--- src/rtl/vape_irq_dma_pkg.sv ---
// Shared state and abort-cause encodings for the VAPE IRQ/DMA region monitors.
package vape_irq_dma_pkg;

  typedef enum logic {
    ST_ABORT = 1'b0,
    ST_EXEC  = 1'b1
  } er_state_e;

  // Cause bits are {dma, irq}, so the codes can be built directly from the events.
  localparam logic [1:0] CAUSE_NONE = 2'b00;
  localparam logic [1:0] CAUSE_IRQ  = 2'b01;
  localparam logic [1:0] CAUSE_DMA  = 2'b10;
  localparam logic [1:0] CAUSE_BOTH = 2'b11;

endpackage

--- src/rtl/vape_irq_dma_multi_if.sv ---
// CPU-side signals into the multi-region monitor and its status outputs.
interface vape_irq_dma_multi_if #(
  parameter int N_REGIONS = 2,
  parameter int ADDR_W    = 16,
  parameter int CNT_W     = 8
) ();

  logic [ADDR_W-1:0]           pc;
  logic                        irq;
  logic                        dma_en;
  logic [N_REGIONS*ADDR_W-1:0] er_min;
  logic [N_REGIONS*ADDR_W-1:0] er_max;
  logic [N_REGIONS-1:0]        irq_allow;
  logic                        cnt_clr;
  logic [N_REGIONS-1:0]        exec;
  logic                        any_exec;
  logic [N_REGIONS*2-1:0]      abort_cause;
  logic [CNT_W-1:0]            abort_cnt;

  modport master (
    output pc, irq, dma_en, er_min, er_max, irq_allow, cnt_clr,
    input  exec, any_exec, abort_cause, abort_cnt
  );

  modport slave (
    input  pc, irq, dma_en, er_min, er_max, irq_allow, cnt_clr,
    output exec, any_exec, abort_cause, abort_cnt
  );

endinterface

--- src/rtl/vape_er_monitor.sv ---
// One executable-region monitor: bound compare, EXEC/ABORT FSM, exec flag, abort cause.
//
//   state    | meaning
//   ST_ABORT | region not validly entered, or aborted since the last entry
//   ST_EXEC  | region entered at er_min with no DMA/irq violation since
module vape_er_monitor
  import vape_irq_dma_pkg::*;
#(
  parameter int ADDR_W = 16
) (
  input  logic              clk,
  input  logic              rst_n,
  input  logic [ADDR_W-1:0] pc,
  input  logic [ADDR_W-1:0] er_min,
  input  logic [ADDR_W-1:0] er_max,
  input  logic              irq,
  input  logic              dma_en,
  input  logic              irq_allow,
  output logic              exec,
  output logic [1:0]        abort_cause,
  output logic              abort_evt
);

  er_state_e  state_q, state_d;
  logic [1:0] cause_q, cause_d;
  logic       valid, in_er, irq_hit, viol, entry;

  // Region compare and violation/entry qualification for the current cycle.
  always_comb begin
    valid   = (er_min <= er_max);
    in_er   = valid && (pc >= er_min) && (pc <= er_max);
    irq_hit = irq && !irq_allow;
    viol    = in_er && (dma_en || irq_hit);
    entry   = valid && (pc == er_min) && !viol;
  end

  // Next state and cause. Only a violation counts as an abort event; an
  // invalidated region just drops back to ABORT and keeps its last cause.
  always_comb begin
    state_d   = state_q;
    cause_d   = cause_q;
    abort_evt = 1'b0;
    if (state_q == ST_ABORT) begin
      if (entry) begin
        state_d = ST_EXEC;
        cause_d = CAUSE_NONE;
      end
    end else begin
      if (viol) begin
        state_d   = ST_ABORT;
        cause_d   = {dma_en, irq_hit};
        abort_evt = 1'b1;
      end
    end
    if (!valid) state_d = ST_ABORT;
  end

  // State and cause registers with synchronous reset.
  always_ff @(posedge clk) begin
    if (!rst_n) begin
      state_q <= ST_ABORT;
      cause_q <= CAUSE_NONE;
    end else begin
      state_q <= state_d;
      cause_q <= cause_d;
    end
  end

  // exec reacts in the same cycle as the event; held low during reset.
  always_comb begin
    exec = rst_n && valid &&
           (((state_q == ST_EXEC) && !viol) || ((state_q == ST_ABORT) && entry));
  end

  assign abort_cause = cause_q;

endmodule

--- src/rtl/vape_irq_dma_multi.sv ---
// N-region VAPE IRQ/DMA monitor: per-region monitors plus shared abort counter.
module vape_irq_dma_multi
  import vape_irq_dma_pkg::*;
#(
  parameter int N_REGIONS = 2,
  parameter int ADDR_W    = 16,
  parameter int CNT_W     = 8
) (
  input logic               clk,
  input logic               rst_n,
  vape_irq_dma_multi_if.slave bus
);

  localparam logic [CNT_W-1:0] CNT_MAX = '1;

  logic [N_REGIONS-1:0]   exec;
  logic [N_REGIONS-1:0]   abort_evt;
  logic [N_REGIONS*2-1:0] cause;
  logic [CNT_W-1:0]       abort_cnt_q, abort_cnt_d;
  logic                   abort_any;

  for (genvar g = 0; g < N_REGIONS; g++) begin : g_region
    vape_er_monitor #(.ADDR_W(ADDR_W)) u_mon (
      .clk         (clk),
      .rst_n       (rst_n),
      .pc          (bus.pc),
      .er_min      (bus.er_min[g*ADDR_W +: ADDR_W]),
      .er_max      (bus.er_max[g*ADDR_W +: ADDR_W]),
      .irq         (bus.irq),
      .dma_en      (bus.dma_en),
      .irq_allow   (bus.irq_allow[g]),
      .exec        (exec[g]),
      .abort_cause (cause[g*2 +: 2]),
      .abort_evt   (abort_evt[g])
    );
  end

  // Saturating abort counter; simultaneous aborts count once, clear then count.
  always_comb begin
    abort_any   = |abort_evt;
    abort_cnt_d = abort_cnt_q;
    if (bus.cnt_clr) begin
      abort_cnt_d = abort_any ? CNT_W'(1) : '0;
    end else if (abort_any && (abort_cnt_q != CNT_MAX)) begin
      abort_cnt_d = abort_cnt_q + CNT_W'(1);
    end
  end

  // Counter register; reset wins over cnt_clr.
  always_ff @(posedge clk) begin
    if (!rst_n) abort_cnt_q <= '0;
    else        abort_cnt_q <= abort_cnt_d;
  end

  assign bus.exec        = exec;
  assign bus.any_exec    = |exec;
  assign bus.abort_cause = cause;
  assign bus.abort_cnt   = abort_cnt_q;

endmodule

--- src/flat_wrapper.sv ---
// flat-port wrapper written by rule: the top's interface ports become plain ports
module vape_irq_dma_multi_flat import vape_irq_dma_pkg::*;
#(
  parameter int N_REGIONS = 2,
  parameter int ADDR_W    = 16,
  parameter int CNT_W     = 8
)
  (clk, rst_n, bus_pc, bus_irq, bus_dma_en, bus_er_min, bus_er_max, bus_irq_allow, bus_cnt_clr, bus_exec, bus_any_exec, bus_abort_cause, bus_abort_cnt);
  vape_irq_dma_multi_if #(.N_REGIONS(N_REGIONS), .ADDR_W(ADDR_W), .CNT_W(CNT_W)) bus_i ();
  input logic clk;
  input logic rst_n;
  input wire logic [$bits(bus_i.pc)-1:0] bus_pc;
  input wire logic [$bits(bus_i.irq)-1:0] bus_irq;
  input wire logic [$bits(bus_i.dma_en)-1:0] bus_dma_en;
  input wire logic [$bits(bus_i.er_min)-1:0] bus_er_min;
  input wire logic [$bits(bus_i.er_max)-1:0] bus_er_max;
  input wire logic [$bits(bus_i.irq_allow)-1:0] bus_irq_allow;
  input wire logic [$bits(bus_i.cnt_clr)-1:0] bus_cnt_clr;
  output wire logic [$bits(bus_i.exec)-1:0] bus_exec;
  output wire logic [$bits(bus_i.any_exec)-1:0] bus_any_exec;
  output wire logic [$bits(bus_i.abort_cause)-1:0] bus_abort_cause;
  output wire logic [$bits(bus_i.abort_cnt)-1:0] bus_abort_cnt;
  assign bus_i.pc = bus_pc;
  assign bus_i.irq = bus_irq;
  assign bus_i.dma_en = bus_dma_en;
  assign bus_i.er_min = bus_er_min;
  assign bus_i.er_max = bus_er_max;
  assign bus_i.irq_allow = bus_irq_allow;
  assign bus_i.cnt_clr = bus_cnt_clr;
  assign bus_exec = bus_i.exec;
  assign bus_any_exec = bus_i.any_exec;
  assign bus_abort_cause = bus_i.abort_cause;
  assign bus_abort_cnt = bus_i.abort_cnt;
  vape_irq_dma_multi #(.N_REGIONS(N_REGIONS), .ADDR_W(ADDR_W), .CNT_W(CNT_W)) u_core (.clk(clk), .rst_n(rst_n), .bus(bus_i));
endmodule
--- config.mk ---
export PLATFORM = sky130hd
export DESIGN_NAME = vape_irq_dma_multi_flat
export DESIGN_NICKNAME = d
export VERILOG_FILES = /design/src/rtl/vape_irq_dma_pkg.sv /design/src/rtl/vape_irq_dma_multi_if.sv /design/src/rtl/vape_er_monitor.sv /design/src/rtl/vape_irq_dma_multi.sv /design/src/flat_wrapper.sv
export SDC_FILE = /design/constraint.sdc
export NUM_CORES = 1
export LEC_CHECK = 0
export ABC_AREA = 1
export BUFFER_PORTS_ARGS = -buffer_cell sky130_fd_sc_hd__clkbuf_2
export CELL_PAD_IN_SITES_DETAIL_PLACEMENT = 1
export CELL_PAD_IN_SITES_GLOBAL_PLACEMENT = 1
export CORE_MARGIN = 2
export CORE_UTILIZATION = 25
export DETAILED_ROUTE_END_ITERATION = 12
export PLACE_DENSITY = 0.62
export SYNTH_ARGS = -nofsm -noshare
export SYNTH_HDL_FRONTEND = slang
export SYNTH_SLANG_ARGS = --single-unit
export TNS_END_PERCENT = 30
--- constraint.sdc ---
create_clock -name clk -period 2.45 [get_ports clk]
set_input_delay 0.49 -clock clk [delete_from_list [all_inputs] [get_ports clk]]
set_output_delay 0.49 -clock clk [all_outputs]
set_load 0.02 [all_outputs]
## Word level (Yosys, flattened, before mapping)

Index checks and enable logic that the tools add are counted.

| storage, ports and cells | value |
|---|---|
| register bits after elaboration | 14 |
| input port bits | 87 |

| cells by class | value |
|---|---|
| multiplexer cells | 19 |
| bitwise operators | 2 |
| add/sub/neg operators | 1 |
| magnitude comparators | 6 |
| reduce and logical (&&, ||, !) cells | 38 |
| equality and inequality tests | 5 |

Operator list:

| operator | count |
|---|---|
| 16-bit less-or-equal comparator | 4 |
| 16-bit equality test | 2 |
| 16-bit greater-or-equal comparator | 2 |
| 1-bit logical AND | 21 |
| 8-bit two-way mux | 2 |
| 2-bit two-way mux | 6 |
| 1-bit two-way mux | 11 |
| 8-bit by 1-bit adder with 8-bit output, second input constant | 1 |
| 8-bit != test, second input constant | 1 |
| 2-bit AND reduction | 4 |
| 2-bit nonzero test | 3 |
| 1-bit zero test | 4 |
| 1-bit logical OR | 4 |
| 2-bit by 1-bit != test with 1-bit output, second input constant | 2 |
| 2-bit OR reduction | 2 |
| 1-bit NOT | 2 |

## Logic depth before layout (Yosys ltp)

Gate-level depths: netlist (run 1).

| depth | value |
|---|---|
| depth after elaboration | 10 |
| mapped depth | 19 |
| depth with buffers taken out | 19 |

## By module

From an unflattened synthesis (run 1), not the netlist that was laid out.

| second synthesis, totals | value |
|---|---|
| cells, all modules | 533 |
| area total of the unflattened synthesis | 3350.7 um2 |

Modules (own cells, without submodules):

| module | cells an instance | area each (um2) | instances | seq. area each (um2) |
|---|---|---|---|---|
| vape_er_monitor at u_core.g_region[0].u_mon | 231 | 1437.6 | 1 | 60.1 |
| vape_er_monitor at u_core.g_region[1].u_mon | 227 | 1428.9 | 1 | 60.1 |
| vape_irq_dma_multi | 75 | 484.2 | 1 | 160.2 |

## Worst setup path after synthesis (run 1)

OpenSTA, ideal clock, no wires.

| timing | value |
|---|---|
| path type | input to output |
| start point | in bus_er_max[27] |
| end point | out bus_exec[1] |
| slack | 0.128 ns |
| stages on the path | 12 |
| required time | 1.960 ns |
| arrival time | 1.832 ns |
| buffers on the path | 1 |
| path through | inv_1 -> ha_1 -> a21oi_1 -> o21ai_0 -> a21oi_1 -> nand2_1 -> nand2_1 -> inv_1 -> a211oi_1 -> nand2_1 -> inv_1 -> buf_4 |

| on the way | value |
|---|---|
| longest elaborated chain between the ends | 9 |
| elaborated cells on any way between the ends | 13 |
| classes of those cells | 2 x order compare; 11 x reduce/logical |

RTL lines:

| element | line | source |
|---|---|---|
| start, declared | flat_wrapper.sv:16 | `input wire logic [$bits(bus_i.er_max)-1:0] bus_er_max;` |
| 16-bit less-or-equal comparator | vape_er_monitor.sv:30 | `valid = (er_min <= er_max);` |
| 1-bit logical AND (2 in a row) | vape_er_monitor.sv:31 | `in_er = valid && (pc >= er_min) && (pc <= er_max);` |
| 1-bit logical AND | vape_er_monitor.sv:33 | `viol = in_er && (dma_en \|\| irq_hit);` |
| 1-bit zero test | vape_er_monitor.sv:34, vape_er_monitor.sv:72 |  |
| 1-bit logical AND | vape_er_monitor.sv:34 | `entry = valid && (pc == er_min) && !viol;` |
| 1-bit logical AND | vape_er_monitor.sv:72 | `(((state_q == ST_EXEC) && !viol) \|\| ((state_q == ST_ABORT) && entry));` |
| 1-bit logical OR | vape_er_monitor.sv:72 |  |
| 1-bit logical AND * | vape_er_monitor.sv:71 | `exec = rst_n && valid &&` |
| end, declared | flat_wrapper.sv:19 | `output wire logic [$bits(bus_i.exec)-1:0] bus_exec;` |

Mark *: on every way between the ends. The rest lies on a longest branch, timed or not.

## Worst setup path in the final report (run 1)

| timing | value |
|---|---|
| start point | in bus_er_min[10] |
| end point | out bus_any_exec |

| on the way | value |
|---|---|
| longest elaborated chain between the ends | 10 |
| elaborated cells on any way between the ends | 15 |
| classes of those cells | 2 x order compare; 1 x eq/ne; 12 x reduce/logical |

RTL lines:

| element | line | source |
|---|---|---|
| start, declared | flat_wrapper.sv:15 | `input wire logic [$bits(bus_i.er_min)-1:0] bus_er_min;` |
| 16-bit less-or-equal comparator or 16-bit greater-or-equal comparator (tied branches) | vape_er_monitor.sv:30, vape_er_monitor.sv:31 |  |
| 1-bit logical AND (2 in a row) | vape_er_monitor.sv:31 |  |
| 1-bit logical AND | vape_er_monitor.sv:33 |  |
| 1-bit zero test | vape_er_monitor.sv:34, vape_er_monitor.sv:72 |  |
| 1-bit logical AND | vape_er_monitor.sv:34 |  |
| 1-bit logical AND | vape_er_monitor.sv:72 |  |
| 1-bit logical OR | vape_er_monitor.sv:72 |  |
| 1-bit logical AND * | vape_er_monitor.sv:71 |  |
| 2-bit OR reduction * | vape_irq_dma_multi.sv:56 | `assign bus.any_exec = \|exec;` |
| end, declared | flat_wrapper.sv:20 | `output wire logic [$bits(bus_i.any_exec)-1:0] bus_any_exec;` |

Marks and branches as above.

==> impl_results.md, run 1 <==
* Status: finished with violations
* Failing checks: setup timing
* Hold WC Path Type: reg2reg
* I/O pins at 102
* Asr flop ratio synth at 0%
* Area of the mapped netlist at 3350 um^2
* Tmin final at 2610 ps
* Unrepaired setup endpoints after global routing: yes
* Full die area at 14300 um^2
* Net count after synthesis at 707
* Sequential area share after synthesis at 8.37%
* Crit share post-route at 107%
* WHS at 505 ps
* Max IR drop VDD at 0.188 mV
* Most frequent cells in the layout: nand2_1 (101), inv_1 (99), clkbuf_2 (88)
* Crit path max-delay cell type: ha_4
* Worst Setup Start Kind: input pin
* Final Skew at 1.54 ps
* TNS Setup at -341 ps
* Ant. Diodes at 0
* I/O Buffers at 101
* Post-Layout Inst Area at 5260 um^2
* 1st-iter DRT viols at 93
* Reg2Reg Setup Slack at 830 ps
* Critical Path End Type: output port
* Synth cell types at 28
* CP required at 1960 ps
* Post-layout util at 40.0%
* Ratio of cells with drive above 1 in the final layout at 41.3%
* Fill cells at 1700
* CTS clock-pin slew for the worst setup and hold paths at 40 ps
* GR Util All Layers at 16.3%
* #FFs+latches synth at 14
* GP Congestion at 0.799
* Final Setup Violations at 3
* Vias in the first global route at 4323
* Most frequent CP cell: nand2_2
* Via Count at 3902
* EDFF count, synth at 0
* Hold buffers post-CTS at 0
* CP bufs+invs at 4
* Multi-input logic area at 3270 um^2
* DRT antenna net count at 0
* CTS buffer count at 3
* DR WL/cell at 14.5 um
* Register area at 280 um^2
* First-pass GRT wire length at 19.3 mm
* Cells after synthesis at 523
* Worst Max-Slew Pin Slew at 637 ps
* Detailed Routing Iterations Pass 1 at 4
* CTS root buffer: clkbuf_16
* Power per cell area at 259 nW/um^2
* DRC at 0
* TritonCTS clock tree: done
* Crit Path Max Fanout at 3
* P_leak at 2.85 nW
* Main synth FF type: dfxtp_1
* Final Hold Viols at 0
* Relative slew slack at 57.4%
* Fmax at 383 MHz
* CTS H-tree depth at 1
* Design Power at 1.36 mW
* Yosys Warn Count at 0
* Largest net degree at the start of global routing at 10
* Grt total ovfl at 0
* Crit path cell chain: clkbuf_2, ha_4, nand2_2, inv_2, nand3_4, nor3_4, nand3_2, nand2_2, inv_2, a211oi_2, nand2_2, nand2_2, buf_8
* Antenna violations before repair at 0
* Commonest non-fill, non-tap cell in the layout: nand2_1
* Post-DP HPWL at 10.3 mm
* Std cell rows at 42
* Max-Cap Viols at 0
* Die Y-Extent at 120 um
* # clock sinks at 14
* Final WL at 12.3 mm
* Critical setup path kind: in2out
* Via density at 4.59
* Placed instance count at 838
* Family with the most delay on the worst path: simple AND/OR/NAND/NOR gates
* Core Footprint at 13100 um^2
* Die W at 120 um
* Initial Util at 25.5%
* Setup WS pre-CTS at -417 ps
* Layout area overhead at 57.0%
* Worst stage delay on the critical path at 280 ps
* Placed instance area at 4360 um^2
* Critical Path AT at 2120 ps
* Nets at 861
* Slew Viols, Final at 0
* Setup WS post-layout at -161 ps
* Deepest clock path buffer count at 2
* Layout Cells excl Fill at 851
* Clk Latency, worst-skew pair at 240 ps
* Post-Synthesis Mean Instance Area at 6.40 um^2
==> worst paths after layout <==
check / from / endpoint / cells after the start
worst max register to register: u_core.bus.abort_cnt[0] / u_core.bus.abort_cnt[7] / 9
worst max-delay path: bus_er_min[10] / bus_any_exec / 13
worst min register to register: u_core.g_region[1].u_mon.abort_cause[0] / u_core.g_region[1].u_mon.abort_cause[0] / 2
worst min-delay path: u_core.g_region[1].u_mon.abort_cause[0] / u_core.g_region[1].u_mon.abort_cause[0] / 2
==> area by class of cell <==
type / count / area share, %
multi-input combinational: 391 / 62.1
timing repair buffer: 151 / 18.5
inverter: 116 / 8.38
sequential: 14 / 5.33
tap: 176 / 4.19
clock buffer: 3 / 1.43
==> where the power goes <==
group / switching, mW / internal [mW] / leakage, nW
logic: 0.443 / 0.375 / 2.70
registers: 0.00413 / 0.233 / 0.114
clock network: 0.0914 / 0.213 / 0.0370
total: 0.539 / 0.822 / 2.85
==> state kept, by name (all words and copies together) (netlist names) <==
register,count
u_core.bus.abort_cnt,8
u_core.g_region.u_mon.abort_cause,4
u_core.g_region.u_mon.state_q,2
==> cell families (layout without fill, tap and decap cells) <==
family / count (synthesis) / in the layout / synth area share (%)
adder cells (fa/ha/maj): 97 / 97 / 36.2
XOR/XNOR: 3 / 3 / 0.785
flip-flops: 14 / 14 / 8.37
AO/OA/AOI/OAI: 67 / 67 / 11.8
buffers and inverters: 118 / 270 / 13.5
AND/OR/NAND/NOR: 224 / 224 / 29.3
==> synth_stat cells, types with 3 or more instances <==
master   instances  area share [%]
a21o_1           7             1.6
nand2_4          3             1.0
nand4_1          5            0.93
nand3_1         24             3.6
nor3_1           9             1.3
ha_1            97              36
a21oi_1         41             6.1
nand2_1        128              14
nor2_2           3            0.56
dfxtp_1         14             8.4
nor2_1          45             5.0
o21ai_0          9             1.3
inv_1          115              13
==> tightest hold or removal path: stages, from the launching register on <==
cell and delay, ps:
dfxtp_1 320, nand3_1 80, a21oi_1 50
==> repair_timing <==
item,CTS,global route
endpoints found under the hold margin,0,0
cloned,0,0
gates resized for setup,56,103
setup buffers,4,6
endpoints found under the setup margin,3,9
pin swaps,22,46
==> metal layers <==
metal  vias up  part of all wire [%]  global-route usage, %
met3         7                   3.2                   1.66
met2        65                    55                   33.8
li1       1982                     -                      -
met1      1848                    41                   18.3
met4         0                  0.32                   1.47
met5         -                     0                      0
Note: power is estimated with default switching activity, not from simulation.
==> run 2, diff against run 1 <==
--- a/config.mk
+++ b/config.mk
@@ -11,6 +11,7 @@
 export CELL_PAD_IN_SITES_GLOBAL_PLACEMENT = 1
 export CORE_MARGIN = 2
 export CORE_UTILIZATION = 25
+export CTS_BUF_LIST = sky130_fd_sc_hd__clkbuf_8 sky130_fd_sc_hd__clkbuf_16
 export DETAILED_ROUTE_END_ITERATION = 12
 export PLACE_DENSITY = 0.62
 export SYNTH_ARGS = -nofsm -noshare
==> constraint.sdc (replaced) <==
create_clock -name clk -period 2.45 [get_ports clk]
set_input_delay 0.245 -clock clk [delete_from_list [all_inputs] [get_ports clk]]
set_output_delay 0.245 -clock clk [all_outputs]
set_load 0.02 [all_outputs]
==> impl_results.md, run 2 (same netlist as run 1, synthesis figures left out) <==
* Status: finished clean (was finished with violations)
* Initial Util at 25.5% (unchanged)
* I/O Buffers at 101 (unchanged)
* Layout area overhead at 25.0% (was 57.0%)
* First-pass GRT wire length at 18.0 mm (was 19.3 mm)
* Clk Latency, worst-skew pair at 250 ps (was 240 ps)
* Hold path start: bus_dma_en (was u_core.g_region[1].u_mon.abort_cause[0])
* Final Hold Viols at 0 (unchanged)
* TritonCTS clock tree: done (unchanged)
* Max-Cap Viols at 0 (unchanged)
* Hold EP: u_core.g_region[1].u_mon.abort_cause[1] (was u_core.g_region[1].u_mon.abort_cause[0])
* I/O pins at 102 (unchanged)
* Die Y-Extent at 120 um (unchanged)
* Layout Cells excl Fill at 803 (was 851)
* Fill cells at 1767 (was 1700)
* Hold WC Path Type: in2reg (was reg2reg)
* Detailed Routing Iterations Pass 1 at 4 (unchanged)
* Relative slew slack at 59.5% (was 57.4%)
* R2R cell count at 9 (unchanged)
* DRT antenna net count at 0 (unchanged)
* Via Count at 3650 (was 3902)
* Final Skew at 1.89 ps (was 1.54 ps)
* Critical Path AT at 2040 ps (was 2120 ps)
* Worst Setup Start Kind: input pin (unchanged)
* Power per cell area at 277 nW/um^2 (was 259 nW/um^2)
* Final WL at 10.8 mm (was 12.3 mm)
* Setup WS post-layout at 161 ps (was -161 ps)
* Deepest clock path buffer count at 2 (unchanged)
* Fmax at 437 MHz (was 383 MHz)
* CTS root buffer: clkbuf_16 (unchanged)
* CP required at 2200 ps (was 1960 ps)
* Die W at 120 um (unchanged)
* Worst r2r src: u_core.bus.abort_cnt[0] (unchanged)
* Most frequent cells in the layout: nand2_1 (128), inv_1 (115), clkbuf_2 (100) (was nand2_1 (101), inv_1 (99), clkbuf_2 (88))
* DR WL/cell at 13.4 um (was 14.5 um)
* Setup Fix Bufs, Post-CTS at 0 (was 4)
* Core Footprint at 13100 um^2 (unchanged)
* Critical Path End Type: output port (unchanged)
* Design Power at 1.16 mW (was 1.36 mW)
* Hold buffers post-CTS at 0 (unchanged)
* Max FFs per register at 8 (unchanged)
* Reg2Reg Setup Slack at 890 ps (was 830 ps)
* Full die area at 14300 um^2 (unchanged)
* Placed instance count at 799 (was 838)
* Placed instance area at 4070 um^2 (was 4360 um^2)
* Ratio of cells with drive above 1 in the final layout at 20.3% (was 41.3%)
* CTS H-tree depth at 1 (unchanged)
* Post-DP HPWL at 9.94 mm (was 10.3 mm)
* Slew Viols, Final at 0 (unchanged)
* Crit share post-route at 93.4% (was 107%)
* 1st-iter DRT viols at 71 (was 93)
* Max IR drop VDD at 0.184 mV (was 0.188 mV)
* Crit Path Max Fanout at 3 (unchanged)
* Nets at 812 (was 861)
* # clock sinks at 14 (unchanged)
* Std cell rows at 42 (unchanged)
* Via density at 4.55 (was 4.59)
* Grt total ovfl at 0 (unchanged)
* P_leak at 2.56 nW (was 2.85 nW)
* Tmin final at 2290 ps (was 2610 ps)
* Worst Max-Slew Pin Slew at 605 ps (was 637 ps)
* Commonest non-fill, non-tap cell in the layout: nand2_1 (unchanged)
* Multi-input logic area at 2650 um^2 (was 3270 um^2)
* Vias in the first global route at 4023 (was 4323)
* Critical setup path kind: in2out (unchanged)
* Setup WS pre-CTS at 2.90 ps (was -417 ps)
* GR Util All Layers at 15.4% (was 16.3%)
* CTS clock-pin slew for the worst setup and hold paths at 50 ps (was 40 ps)
* Ant. Diodes at 0 (unchanged)
* Largest net degree at the start of global routing at 10 (unchanged)
* Post-Layout Inst Area at 4190 um^2 (was 5260 um^2)
* DRC at 0 (unchanged)
* Unrepaired setup endpoints after global routing: yes (unchanged)
* Final Setup Violations at 0 (was 3)
* CTS buffer count at 3 (unchanged)
* Antenna violations before repair at 0 (unchanged)
* Critical R2R Capture: u_core.bus.abort_cnt[7] (unchanged)
* Hold path cells at 3 (was 2)
* GP Congestion at 0.804 (was 0.799)
* Register area at 280 um^2 (unchanged)
## run 2: timing repair
item,in CTS,in global routing
endpoints found under the hold margin,0,0
setup endpoints to repair,0,3
resized for setup,0,7
## run 2: worst max-delay path by stage
stage	start	end	slack (ps)
2_1_floorplan	bus_er_max[27]	bus_exec[1]	620
3_3_place_gp	bus_er_max[11]	bus_any_exec	90
3_5_place_dp	bus_er_max[11]	bus_any_exec	3
4_1_cts	bus_er_max[11]	bus_any_exec	0.1
5_1_grt	bus_er_max[31]	bus_exec[1]	-2
6_report	bus_er_max[11]	bus_any_exec	160
## run 2: cell type report
cell class / instances / area share (%)
Multi-Input combinational cell: 391 / 63.3
Tap cell: 176 / 5.26
Timing Repair Buffer: 102 / 12.3
Sequential cell: 14 / 6.70
Inverter: 116 / 10.4
Clock buffer: 4 / 2.12
## run 2: power breakdown
group          switching [mW]  internal [mW]
logic                   0.340          0.231
registers             0.00428          0.233
clock network           0.105          0.248
total                   0.449          0.712
## run 2: layer usage
| metal | GRT usage [%] | vias up | routed length [um] |
|---|---|---|---|
| li1 | - | 1886 | - |
| met1 | 18.6 | 1701 | 4790 |
| met2 | 30.4 | 58 | 5630 |
| met3 | 1.24 | 5 | 297 |
| met4 | 1.54 | 0 | 45 |
| met5 | 0 | - | 0 |
## run 2: worst max-delay path, stage by stage
cell      delay (ps)
clkbuf_2          80
inv_1             60
ha_1             290
nand2_1           50
inv_1            100
nand3_2          120
nor3_4           270
nand3_2          120
nand2_2          130
inv_1             70
a211oi_2         140
nand2_1          110
nand2_1          100
buf_2            160
## run 2: stage by stage
stage	hold slack (ps)	utilization, %	TNS [ps]
after global routing	300	31.9	-1.59
after floorplan	392	-	0
after detailed placement	480	31.0	0
final	277	31.9	0
after CTS	282	31.6	0
after global placement	471	31.0	0
